**src/rtl/ntt_bf_scheduler_pkg.sv**
```systemverilog
`default_nettype none
// ============================================================================
// Module      : ntt_bf_scheduler_pkg
// Description : Shared NTT constants: transform defaults, in-flight limit and
//               the scheduler state encoding.
// Revision    : 1.0 - initial release
// ============================================================================
package ntt_bf_scheduler_pkg;

    // Transform defaults
    localparam int c_n_default       = 256;
    localparam int c_logn_default    = 8;
    localparam int c_max_out_default = 4;

    // Width of the outstanding-butterfly counter (holds 0..15)
    localparam int c_out_w = 4;

    // Scheduler state encoding
    typedef logic [1:0] state_t;
    localparam state_t c_st_idle  = 2'd0;
    localparam state_t c_st_issue = 2'd1;
    localparam state_t c_st_drain = 2'd2;
    localparam state_t c_st_done  = 2'd3;

endpackage : ntt_bf_scheduler_pkg
`default_nettype wire

```
**src/rtl/ntt_idx_counter.sv**
```systemverilog
`default_nettype none
// ============================================================================
// Module      : ntt_idx_counter
// Description : Nested Cooley-Tukey index walker. len halves per stage,
//               group base steps by 2*len, offset walks 0..len-1, and the
//               twiddle index m bumps once per finished group.
// Revision    : 1.0 - initial release
// ============================================================================
module ntt_idx_counter
    import ntt_bf_scheduler_pkg::*;
#(
    parameter int N    = c_n_default,
    parameter int LOGN = c_logn_default
) (
    input  logic            clk,
    input  logic            rst,
    input  logic            clear,
    input  logic            advance,
    output logic [LOGN-1:0] addr_x,
    output logic [LOGN-1:0] addr_y,
    output logic [LOGN-1:0] tf_addr,
    output logic [2:0]      stage,
    output logic            last_in_stage,
    output logic            sched_end
);

    localparam logic [LOGN:0]   c_n_ext    = (LOGN+1)'(N);
    localparam logic [LOGN-1:0] c_len_init = LOGN'(N / 2);

    logic [LOGN-1:0] len_q,  len_d;
    logic [LOGN-1:0] base_q, base_d;
    logic [LOGN-1:0] off_q,  off_d;
    logic [LOGN-1:0] m_q,    m_d;
    logic [2:0]      stage_q, stage_d;

    logic            w_grp_end;
    logic            w_stage_end;
    logic [LOGN:0]   w_base_next;

    // Group / stage boundary detection; base arithmetic is one bit wider
    // because base + 2*len reaches N on the last group of a stage.
    always_comb begin
        w_grp_end   = (off_q == (len_q - LOGN'(1)));
        w_base_next = {1'b0, base_q} + ({1'b0, len_q} << 1);
        w_stage_end = (w_base_next == c_n_ext);
    end

    // Next-index computation: clear reloads the first stage, advance steps
    always_comb begin
        len_d   = len_q;
        base_d  = base_q;
        off_d   = off_q;
        m_d     = m_q;
        stage_d = stage_q;
        if (clear) begin
            len_d   = c_len_init;
            base_d  = '0;
            off_d   = '0;
            m_d     = '0;
            stage_d = '0;
        end else if (advance) begin
            if (w_grp_end) begin
                off_d = '0;
                m_d   = m_q + LOGN'(1);
                if (w_stage_end) begin
                    base_d  = '0;
                    len_d   = len_q >> 1;
                    stage_d = stage_q + 3'd1;
                end else begin
                    base_d = w_base_next[LOGN-1:0];
                end
            end else begin
                off_d = off_q + LOGN'(1);
            end
        end
    end

    // Index registers
    always_ff @(posedge clk) begin
        if (rst) begin
            len_q   <= '0;
            base_q  <= '0;
            off_q   <= '0;
            m_q     <= '0;
            stage_q <= '0;
        end else begin
            len_q   <= len_d;
            base_q  <= base_d;
            off_q   <= off_d;
            m_q     <= m_d;
            stage_q <= stage_d;
        end
    end

    // Address outputs derived from the walker state
    always_comb begin
        addr_x        = base_q + off_q;
        addr_y        = base_q + off_q + len_q;
        tf_addr       = m_q + LOGN'(1);
        stage         = stage_q;
        last_in_stage = w_grp_end && w_stage_end;
        // len has been halved past 1 once the final stage has been issued
        sched_end     = (len_q == '0);
    end

endmodule : ntt_idx_counter
`default_nettype wire

```
**src/rtl/ntt_bf_scheduler.sv**
```systemverilog
`default_nettype none
// ============================================================================
// Module      : ntt_bf_scheduler
// Description : Forward NTT butterfly scheduler. Issues (j, j+len, m+1)
//               triples in Cooley-Tukey order, limits butterflies in flight,
//               and drains all writebacks between stages.
// Revision    : 1.0 - initial release
// ============================================================================
module ntt_bf_scheduler
    import ntt_bf_scheduler_pkg::*;
#(
    parameter int N       = c_n_default,
    parameter int LOGN    = c_logn_default,
    parameter int MAX_OUT = c_max_out_default
) (
    input  logic            clk,
    input  logic            rst,
    input  logic            start,
    output logic            busy,
    output logic            done,
    output logic            bf_valid,
    input  logic            bf_ready,
    output logic [LOGN-1:0] addr_x,
    output logic [LOGN-1:0] addr_y,
    output logic [LOGN-1:0] tf_addr,
    output logic [2:0]      stage,
    input  logic            wb_done,
    output logic            err
);

    localparam logic [c_out_w-1:0] c_max_out = c_out_w'(MAX_OUT);

    state_t             state_q, state_d;
    logic [c_out_w-1:0] outstanding_q, outstanding_d;
    logic               err_q, err_d;

    logic               w_start_acc;
    logic               w_issue_hs;
    logic               w_active;
    logic [LOGN-1:0]    w_cnt_x;
    logic [LOGN-1:0]    w_cnt_y;
    logic [LOGN-1:0]    w_cnt_tf;
    logic [2:0]         w_cnt_stage;
    logic               w_last_in_stage;
    logic               w_sched_end;

    ntt_idx_counter #(
        .N    (N),
        .LOGN (LOGN)
    ) u_idx (
        .clk           (clk),
        .rst           (rst),
        .clear         (w_start_acc),
        .advance       (w_issue_hs),
        .addr_x        (w_cnt_x),
        .addr_y        (w_cnt_y),
        .tf_addr       (w_cnt_tf),
        .stage         (w_cnt_stage),
        .last_in_stage (w_last_in_stage),
        .sched_end     (w_sched_end)
    );

    // State, in-flight count and sticky error registers
    always_ff @(posedge clk) begin
        if (rst) begin
            state_q       <= c_st_idle;
            outstanding_q <= '0;
            err_q         <= 1'b0;
        end else begin
            state_q       <= state_d;
            outstanding_q <= outstanding_d;
            err_q         <= err_d;
        end
    end

    // Next-state logic
    always_comb begin
        state_d = state_q;
        case (state_q)
            c_st_idle: begin
                if (start) state_d = c_st_issue;
            end
            c_st_issue: begin
                if (w_issue_hs && w_last_in_stage) state_d = c_st_drain;
            end
            c_st_drain: begin
                // Hold the next stage until every result of this one is back
                if (outstanding_q == '0) begin
                    state_d = w_sched_end ? c_st_done : c_st_issue;
                end
            end
            c_st_done: begin
                state_d = c_st_idle;
            end
            default: state_d = c_st_idle;
        endcase
    end

    // In-flight counter and error flag; a spurious writeback is flagged
    // and the counter is pinned at zero rather than wrapping.
    always_comb begin
        outstanding_d = outstanding_q;
        err_d         = err_q;
        if (w_start_acc) err_d = 1'b0;
        if (w_issue_hs && !wb_done) begin
            outstanding_d = outstanding_q + c_out_w'(1);
        end else if (wb_done && !w_issue_hs) begin
            if (outstanding_q == '0) begin
                err_d = 1'b1;
            end else begin
                outstanding_d = outstanding_q - c_out_w'(1);
            end
        end
    end

    // Outputs; index ports read zero outside an active schedule
    always_comb begin
        w_start_acc = (state_q == c_st_idle) && start;
        w_active    = (state_q == c_st_issue) || (state_q == c_st_drain);
        bf_valid    = (state_q == c_st_issue) && (outstanding_q < c_max_out);
        w_issue_hs  = bf_valid && bf_ready;
        busy        = w_active;
        done        = (state_q == c_st_done);
        err         = err_q;
        addr_x      = w_active ? w_cnt_x     : '0;
        addr_y      = w_active ? w_cnt_y     : '0;
        tf_addr     = w_active ? w_cnt_tf    : '0;
        stage       = w_active ? w_cnt_stage : '0;
    end

endmodule : ntt_bf_scheduler
`default_nettype wire

```
**config.mk**
```make
export PLATFORM = sky130hd
export DESIGN_NAME = ntt_bf_scheduler
export DESIGN_NICKNAME = d
export VERILOG_FILES = /design/src/rtl/ntt_bf_scheduler_pkg.sv /design/src/rtl/ntt_idx_counter.sv /design/src/rtl/ntt_bf_scheduler.sv
export SDC_FILE = /design/constraint.sdc
export NUM_CORES = 1
export LEC_CHECK = 0
export CAP_MARGIN = 30
export CORE_MARGIN = 8
export CORE_UTILIZATION = 30
export DETAILED_ROUTE_END_ITERATION = 16
export DONT_BUFFER_PORTS = 1
export MAX_ROUTING_LAYER = met4
export PLACE_DENSITY = 0.55
export SLEW_MARGIN = 20
export SYNTH_ARGS = -nofsm -noshare
export SYNTH_HDL_FRONTEND = slang
export SYNTH_SLANG_ARGS = --single-unit
```
**constraint.sdc**
```tcl
create_clock -name clk -period 3.2 [get_ports clk]
set_input_delay 0.32 -clock clk [delete_from_list [all_inputs] [get_ports clk]]
set_output_delay 0.32 -clock clk [all_outputs]
set_load 0.005 [all_outputs]
```
==> summary.md <==
| Metric | Value |
|---|---|
| Post-synthesis sequential area ratio | `0.2593` |
| Post-synthesis cell count | `374` |
| CTS Sinks | `41` |
| # IOs | `36` |
| DR DRC count | `0` |
| Initial antenna violation count | `0` |
| Avg Cell Area, Syn | `8.464 um^2` |
| Setup Crit Path Kind | `flop to output port` |
| Kind of cell adding the most delay to the critical path | `adder cells` |
| TritonCTS clock tree | `done` |
| Final Max Tran Viols | `0` |
| Vias in the first global route | `2489` |
| Antenna cells | `0` |
| Synth cell count leaders | `48 x nor2_1, 41 x dfxtp_1, 33 x ha_1, 24 x and2_1, 24 x xor2_1` |
| Most used cell, CP | `buf_4` |
| Slew @ Worst Pin | `0.7900 ns` |
| Most frequently used flop master after synthesis | `dfxtp_1` |
| GRT Total Usage | `0.1099` |
| Max Cap Viol | `0` |
| Synth unique cells | `49` |
| Wirelength, routed | `7341 um` |
| Clk_skew | `0.006237 ns` |
| CTS Buffer Depth | `2` |
| Power per Cell Area | `414.5 nW/um^2` |
| Final hold violations | `0` |
| Top post-synthesis cells by area | `dfxtp_1 26%, ha_1 13%, xor2_1 6.6%` |
| # H-tree levels | `2` |
| Placed Area | `3353 um^2` |
| Post-CTS Hold Buffers | `0` |
| Total Nets Final | `422` |
| Critical Path, Cell by Cell | `ha_4 -> a21oi_4 -> buf_4 -> xnor2_1 -> ha_1 -> nor2b_1 -> o21a_1 -> o41ai_2 -> buf_4 -> xnor2_4 -> mux2_4` |
| First-pass GRT wire length | `12550 um` |
| # setup viols final | `0` |
| Ys Warns | `0` |
| Syn-to-layout area delta | `12.65%` |
| FP Rows | `37` |
| Die Width | `118.7 um` |
| Worst-path clk slew | `0.08 ns` |
| Clock root cell | `clkbuf_8` |
| Routed Antenna Nets | `0` |
| Crit path buffers/inverters | `2` |
| RSZ-0062 raised after global routing | `yes` |
| Detailed placement HPWL | `5658 um` |
| Slowest stage cell, crit path | `dfxtp_4` |
| R2r setup slk | `0.31 ns` |
| Tcrit/Tclk final | `0.9748` |
| Final non-filler cell total | `518` |
| Met3 Routed Length | `297 um` |
| Routed wire length per instance | `14.17 um` |
| Syn Nets | `415` |
| Gpl congestion | `0.8002` |
| Metal2 WL | `3213 um` |
| Crit start category | `flop` |
| Share of the synthesized area in the top cell type | `0.2593` |
| Relative slew slack | `0.4733` |
| Max Fclk | `0.3206 GHz` |
| Synth Cell Area | `3166 um^2` |
| DRT iter0 DRCs | `153` |
| CP Data Arrival Time | `2.80 ns` |
| Vias per inst | `4.820` |
| Worst Path Max Fanout | `4` |
| Placed cell count | `507` |
| Crit path capture type | `output port` |
| Fin area | `3566 um^2` |
| Most common cell in the netlist | `nor2_1` |
| CTS Buf Count | `5` |
| Port Buffer Count | `0` |
| Status | `finished, final reports clean` |
| DRT Pass-1 Iters | `4` |
| Die footprint | `14090 um^2` |
| Post-synth ARST share | `0` |
| Top Layer Used | `met4` |
| Largest net degree at the start of global routing | `29` |
| Hold WC Path Type | `input port to flop` |
| Overflow after GRT | `0` |
| Register bit total from synthesis | `41` |
| Starting Density | `0.3080` |
| Core Area | `10280 um^2` |
| VDD IR-drop max | `0.0005411 V` |
| Max stage delay on crit path | `0.37 ns` |
| Post-synth EDFFs | `0` |
| Leak Pwr | `1.529 nW` |
| Via Count | `2497` |
| Die Y | `118.7 um` |
| Minimum clock period | `3.119 ns` |
| Met1 WL | `3747 um` |
| Data required, critical path | `2.88 ns` |
| Fraction of layout instances using a drive strength above 1 | `0.1204` |
| Worst skew pair latency | `0.30 ns` |
| Post-synth top area cell | `dfxtp_1` |
==> final timing paths <==
check / startpoint / endpoint / cells past startpoint
setup reg to reg: u_idx.len_q[2] / state_q[0] / 8
hold reg to reg: u_idx.stage[2] / u_idx.stage[2] / 2
setup / recovery: u_idx.base_q[2] / addr_y[7] / 11
hold / removal: rst / outstanding_q[1] / 1
==> metal layers <==
metal	vias to the layer above	global-route usage
li1	1292	-
met1	1162	0.1418
met2	34	0.1706
met3	9	0.02237
met4	0	0.03004
met5	-	-
==> cells by family after synthesis <==
group / after synthesis / share of synthesized area
adders and majority gates: 36 / 0.1494
xor gates and xnor gates: 45 / 0.1245
and+or+nand+nor: 147 / 0.2447
AOI/OAI and AO/OA: 56 / 0.1281
muxes: 16 / 0.05099
buffers and inverters: 33 / 0.04308
DFF: 41 / 0.2593
==> layout by cell type (no fill, tap or decap), types with 2 or more instances in the layout <==
cell and instances:
a211oi_1 5, a21boi_0 2, a21o_1 6, a21oi_1 12, a21oi_2 3, a221oi_1 2
and2_1 24, buf_4 14, clkbuf_8 7, dfxtp_1 38, dfxtp_2 2, fa_1 3
ha_1 30, ha_2 2, inv_1 19, mux2i_1 15, nand2_1 15, nand2b_1 7
nand3_1 7, nand3b_1 2, nand4_1 6, nor2_1 48, nor2b_1 9, nor3_1 8
nor3b_1 4, nor4_1 2, nor4b_1 2, o21a_1 5, o21ai_0 5, o21ba_2 2
o31ai_1 2, or2_2 4, or3_1 4, xnor2_1 19, xor2_1 24
==> report_power, final <==
group	total, mW	switching, mW	internal, mW
sequential	0.596	0.0447	0.551
clock	0.378	0.183	0.195
combinational	0.504	0.297	0.207
total	1.48	0.525	0.953
==> flip-flops by register name, summed over array words and instances, names as in the netlist <==
| signal | cells |
|---|---|
| u_idx.len_q | 8 |
| u_idx.base_q | 7 |
| u_idx.off_q | 8 |
| u_idx.stage | 3 |
| err | 1 |
| outstanding_q | 4 |
| u_idx.m_q | 8 |
| state_q | 2 |
==> stage by stage <==
step	hold slack [ns]	setup TNS, ns	worst slack [ns]	total power, mW	util
floorplan	0.4536	0	0.3116	0.9842	-
global placement	0.3919	0	0.1626	1.098	0.3263
detailed placement	0.3956	0	0.06522	1.108	0.3263
CTS	0.07687	0	0.004303	1.496	0.3423
global route	0.07420	-0.1066	-0.1066	1.598	0.3470
finish	0.08563	0	0.08056	1.478	0.3470
==> layout make-up <==
type	count	area (um^2)
clock buffers	7	96.34
fillers	1085	6711
well taps	136	170.2
flip-flops and latches	41	827.0
repair buffers	14	105.1
multi-input cells	300	2291
clock inverters	1	5.005
inverters	19	71.32
==> repair_timing <==
action / in CTS / in global routing
setup buffers: 3 / 0
endpoints found under the hold margin: 0 / 0
pin swaps: 5 / 4
resized for setup: 9 / 10
setup endpoints to repair: 1 / 2
==> worst reg2reg max path: stages (launching register included) <==
cell and delay (ns):
dfxtp_1 0.56, ha_1 0.36, a21oi_1 0.17, a21boi_0 0.19
o21a_1 0.23, o41ai_1 0.36, nand4_2 0.31, a2111oi_1 0.47
a211oi_1 0.11
Note: power is estimated with default switching activity, not from simulation.
